## config.mk

```make
export PLATFORM = sky130hd
export DESIGN_NAME = pe_unit
export DESIGN_NICKNAME = d
export VERILOG_FILES = /design/src/rtl/pe_unit.sv
export SDC_FILE = /design/constraint.sdc
export NUM_CORES = 2
export LEC_CHECK = 0
export BUFFER_PORTS_ARGS = -buffer_cell sky130_fd_sc_hd__buf_2
export CAP_MARGIN = 40
export CELL_PAD_IN_SITES_DETAIL_PLACEMENT = 0
export CELL_PAD_IN_SITES_GLOBAL_PLACEMENT = 2
export CORE_MARGIN = 2
export CORE_UTILIZATION = 45
export DETAILED_ROUTE_END_ITERATION = 16
export GPL_ROUTABILITY_DRIVEN = 0
export PLACE_DENSITY = 0.87
export SETUP_SLACK_MARGIN = 0.3
export SLEW_MARGIN = 25
export SYNTH_ARGS = -nofsm -noshare
export SYNTH_HDL_FRONTEND = slang
export SYNTH_SLANG_ARGS = --single-unit
```

## constraint.sdc

```tcl
create_clock -name clk_i -period 20.8 [get_ports clk_i]
set_input_delay 0 -clock clk_i [delete_from_list [all_inputs] [get_ports clk_i]]
set_output_delay 0 -clock clk_i [all_outputs]
set_load 0.05 [all_outputs]
```

## src/rtl/pe_unit.sv

```systemverilog
// Multiply-accumulate processing element for a systolic matrix-multiply array.
// Define PE_UNIT_SAT_EN to make the accumulator saturate instead of wrapping.
module pe_unit #(
  parameter int DATA_W = 32,
  parameter int RES_W  = 64
) (
  input  logic              clk_i,
  input  logic              rst_ni,
  input  logic [DATA_W-1:0] up_i,
  input  logic [DATA_W-1:0] left_i,
  output logic [DATA_W-1:0] down_o,
  output logic [DATA_W-1:0] right_o,
  output logic [RES_W-1:0]  res_o
);

  logic [DATA_W-1:0]   r_down;
  logic [DATA_W-1:0]   r_right;
  logic [RES_W-1:0]    r_acc;
  logic [2*DATA_W-1:0] w_prod;
  logic [RES_W-1:0]    w_prodExt;
  logic [RES_W-1:0]    w_accNext;

  // Full-width product, zero-extended into the accumulator width.
  assign w_prod    = up_i * left_i;
  assign w_prodExt = RES_W'(w_prod);

`ifdef PE_UNIT_SAT_EN
  logic [RES_W:0] w_sum;

  // Any carry out of the accumulator width pins the result at all-ones;
  // once there, every further non-zero product carries again, so it sticks.
  always_comb begin
    w_sum     = {1'b0, r_acc} + {1'b0, w_prodExt};
    w_accNext = w_sum[RES_W-1:0];
    if (w_sum[RES_W]) begin
      w_accNext = {RES_W{1'b1}};
    end
  end
`else
  assign w_accNext = r_acc + w_prodExt;
`endif

  always_ff @(posedge clk_i or negedge rst_ni) begin
    if (!rst_ni) begin
      r_down  <= '0;
      r_right <= '0;
      r_acc   <= '0;
    end else begin
      r_down  <= up_i;
      r_right <= left_i;
      r_acc   <= w_accNext;
    end
  end

  assign down_o  = r_down;
  assign right_o = r_right;
  assign res_o   = r_acc;

endmodule

```

==> metrics.log <==
[metrics] area inside the core boundary: 0.08382 mm²
[metrics] largest cells by area after synthesis: sky130_fd_sc_hd__fa_1 (50%), sky130_fd_sc_hd__inv_1 (10%), sky130_fd_sc_hd__dfrtp_1 (8.4%), sky130_fd_sc_hd__ha_1 (8.0%), sky130_fd_sc_hd__and2_1 (7.6%)
[metrics] total routing usage reported by global routing: 0.2664
[metrics] Post-layout nets: 5424
[metrics] endpoint kind of the worst setup timing path: register
[metrics] synthesized area per cell: 9.344 µm²
[metrics] deepest level of the CTS H-tree: 4
[metrics] DR vias/cell: 5.081
[metrics] ports placed on the boundary: 194
[metrics] highest net fanout along the worst path: 33
[metrics] clock slew at the register clock pins of the worst setup and hold paths: 70 ps
[metrics] worst hold slack across all endpoints: 21.98 ps
[metrics] CTS tree: done
[metrics] max-cap violation count: 0
[metrics] number of enable flip-flop cells after synthesis: 0
[metrics] wire length of the first global-routing pass: 175000 µm
[metrics] Worst Reg-to-Reg Cells: 24
[metrics] measured slew at the worst slew-check pin: 886.1 ps
[metrics] area added between synthesis and finish: 8.022%
[metrics] CP Data Required Time: 21210 ps
[metrics] source of the critical timing path: up_i[16]
[metrics] footprint of the multi-input gates: 0.03017 mm²
[metrics] via count of the first global-routing pass: 29900
[metrics] Max Root-Sink Buffers: 2
[metrics] Die ar.: 0.08708 mm²
[metrics] Worst Path Class, Setup: input port to register
[metrics] total count of hold-check failures in the final report: 0
[metrics] final count of negative-setup-slack endpoints: 0
[metrics] sum of negative setup slack: 0 ps
[metrics] count of unresolved DRC violations after routing: 0
[metrics] fin crit period: 7765 ps
[metrics] arrival time of the worst setup path: 8170 ps
[metrics] startpoint type of the worst setup path: input port
[metrics] max-slew headroom at the worst pin: 0.4092
[metrics] fraction of final layout cells with drive strength greater than 1: 0.06812
[metrics] Post-Route Skew: 20.14 ps
[metrics] height of the die: 295.1 µm
[metrics] die width: 295.1 µm
[metrics] iteration count of the initial detailed-routing pass: 6
[metrics] ANT nets after route: 0
[metrics] Initial Utilization: 0.4549
[metrics] number of nets in the synthesized netlist: 5349
[metrics] Synth Flop Type: sky130_fd_sc_hd__dfrtp_1
[metrics] total number of vias: 26960
[metrics] final cell utilization of the core: 0.4914
[metrics] share of the clock period used by the worst path after layout: 0.3733
[metrics] clock root buffer: sky130_fd_sc_hd__clkbuf_16
[metrics] Sequential Area: 0.003203 mm²
[metrics] leading area contributor after synthesis: sky130_fd_sc_hd__fa_1
[metrics] Final WS setup: 13030 ps
[metrics] total wire length after detailed routing: 107400 µm
[metrics] Iter 0 DRT Violations: 1622
[metrics] Synth top area share: 0.5035
[metrics] residual overflow from global routing: 0
[metrics] Clock Latency Late Sink: 530 ps
[metrics] largest net degree at the start of global routing: 51
[metrics] status: finished clean
[metrics] kind of path behind the tightest hold check: input port to async pin
[metrics] summed instance area of the synthesized netlist: 0.03813 mm²
[metrics] gate count after technology mapping: 4081
[metrics] post-placement setup slack: 13100 ps
[metrics] number of filler cells placed in the layout: 8144
[metrics] most common cell after layout, fill and taps aside: sky130_fd_sc_hd__inv_1
[metrics] sinks on the clock net: 128
[metrics] flops & latches, synth: 128
[metrics] most used cells in the layout excluding fill and tap cells: sky130_fd_sc_hd__inv_1 (1042), sky130_fd_sc_hd__fa_1 (959), sky130_fd_sc_hd__nand2_1 (618)
[metrics] count of input and output buffers: 193
[metrics] register area share after synthesis: 0.08400
[metrics] std cell rows: 106
[metrics] Yosys cell types: 66
[metrics] sum of net half-perimeters after detailed placement: 85080 µm
[metrics] number of antenna violations at the first check in global routing: 6
[metrics] number of CTS-inserted buffers: 17
[metrics] RSZ-0062 raised after global routing: false
[metrics] final number of max-transition violations: 0
[metrics] highest achievable clock rate: 128.8 MHz
[metrics] worst r2r src: res_o[21]$_DFF_PN0_
[metrics] Synthesis Warnings: 0
[metrics] per-cell routed wire length: 20.24 µm
[metrics] post-synthesis async set-or-reset flop share: 1.000
synth_stat cells (all sizes together), types with 2 or more instances:
cell,number
nor3,15
nor4,2
a21oi,74
a31o,2
nand2b,5
and3,7
o211ai,5
or2,3
a21o,28
o21bai,18
o31a,3
fa,959
xnor2,41
o221ai,2
and2,464
nor2b,4
o21ai,39
nor2,41
a31oi,7
a21boi,3
a211oi,7
o31ai,4
o22a,2
o21a,7
or3,2
ha,243
nand4,20
dfrtp,128
clkbuf,203
inv,1042
a41oi,3
xor2,22
buf,18
a311oi,4
nand2,619
nand3,19
final cells by class:
cell class                 count  area share
tap                         1134     0.03445
clock inverter                15    0.004404
inverter                    1042     0.09495
multi-input combinational   2690      0.7323
timing repair buffer         277     0.04559
sequential                   128     0.07776
clock buffer                  17     0.01033
antenna                        3   0.0001822
cell families after synthesis:
| family | count (synthesis) | synth area share |
|---|---|---|
| buf+inv | 1263 | 0.1249 |
| simple gates | 1206 | 0.1544 |
| fa+ha+maj | 1202 | 0.5832 |
| compound gates | 219 | 0.03905 |
| flops | 128 | 0.08400 |
| xor+xnor | 63 | 0.01447 |
state kept, by name, indices dropped and copies added (netlist names):
| name | cells |
|---|---|
| res_o | 64 |
| down_o | 32 |
| right_o | 32 |
worst max-delay path, stage by stage:
cell	delay [ps]
sky130_fd_sc_hd__dlygate4sd3_1	560
sky130_fd_sc_hd__buf_2	670
sky130_fd_sc_hd__nand2_1	170
sky130_fd_sc_hd__fa_1	550
sky130_fd_sc_hd__fa_1	520
sky130_fd_sc_hd__fa_1	460
sky130_fd_sc_hd__fa_1	540
sky130_fd_sc_hd__inv_1	50
sky130_fd_sc_hd__fa_1	610
sky130_fd_sc_hd__fa_1	460
sky130_fd_sc_hd__fa_1	490
sky130_fd_sc_hd__inv_1	50
sky130_fd_sc_hd__fa_1	530
sky130_fd_sc_hd__inv_1	70
sky130_fd_sc_hd__ha_1	380
sky130_fd_sc_hd__and3_1	250
sky130_fd_sc_hd__and4_1	240
sky130_fd_sc_hd__a32oi_1	180
sky130_fd_sc_hd__nand2_1	130
sky130_fd_sc_hd__a211oi_2	490
sky130_fd_sc_hd__o211ai_1	210
sky130_fd_sc_hd__a31oi_1	280
sky130_fd_sc_hd__o21ai_1	110
sky130_fd_sc_hd__xnor2_1	130
path summary, 6_finish.rpt:
check                                   endpoint  slack, ps
min reg2reg                   res_o[0]$_DFF_PN0_        510
min in group clk_i         right_o[21]$_DFF_PN0_         30
max reg2reg                  res_o[62]$_DFF_PN0_      13330
max in group asynchronous    down_o[0]$_DFF_PN0_      19720
max                          res_o[59]$_DFF_PN0_      13030
min                        right_o[30]$_DFF_PN0_         20
metal layers:
metal | vias up | global-route usage | wire, µm | share of wire
li1 | 11810 | - | - | -
met1 | 14190 | 0.3934 | 50100 | 0.47
met2 | 868 | 0.4076 | 47740 | 0.44
met3 | 99 | 0.05127 | 7599 | 0.071
met4 | 0 | 0.06042 | 1971 | 0.018
met5 | - | 0 | 0 | 0
through the flow:
step / instances / instance area, µm²
floorplan: 4081 / 38130
global placement: 5207 / 39820
detailed placement: 5209 / 39870
CTS: 5290 / 40980
global route: 5304 / 41190
finish: 5306 / 41190
timing repair:
action,4_1_cts,5_1_grt
hold buffers,49,6
setup buffers,0,0
endpoints found under the setup margin,0,0
endpoints found under the hold margin,125,6
gates resized for setup,0,0
Power is not shown: default switching activity piles up to over one toggle a cycle in this logic, so the estimate is an artifact.
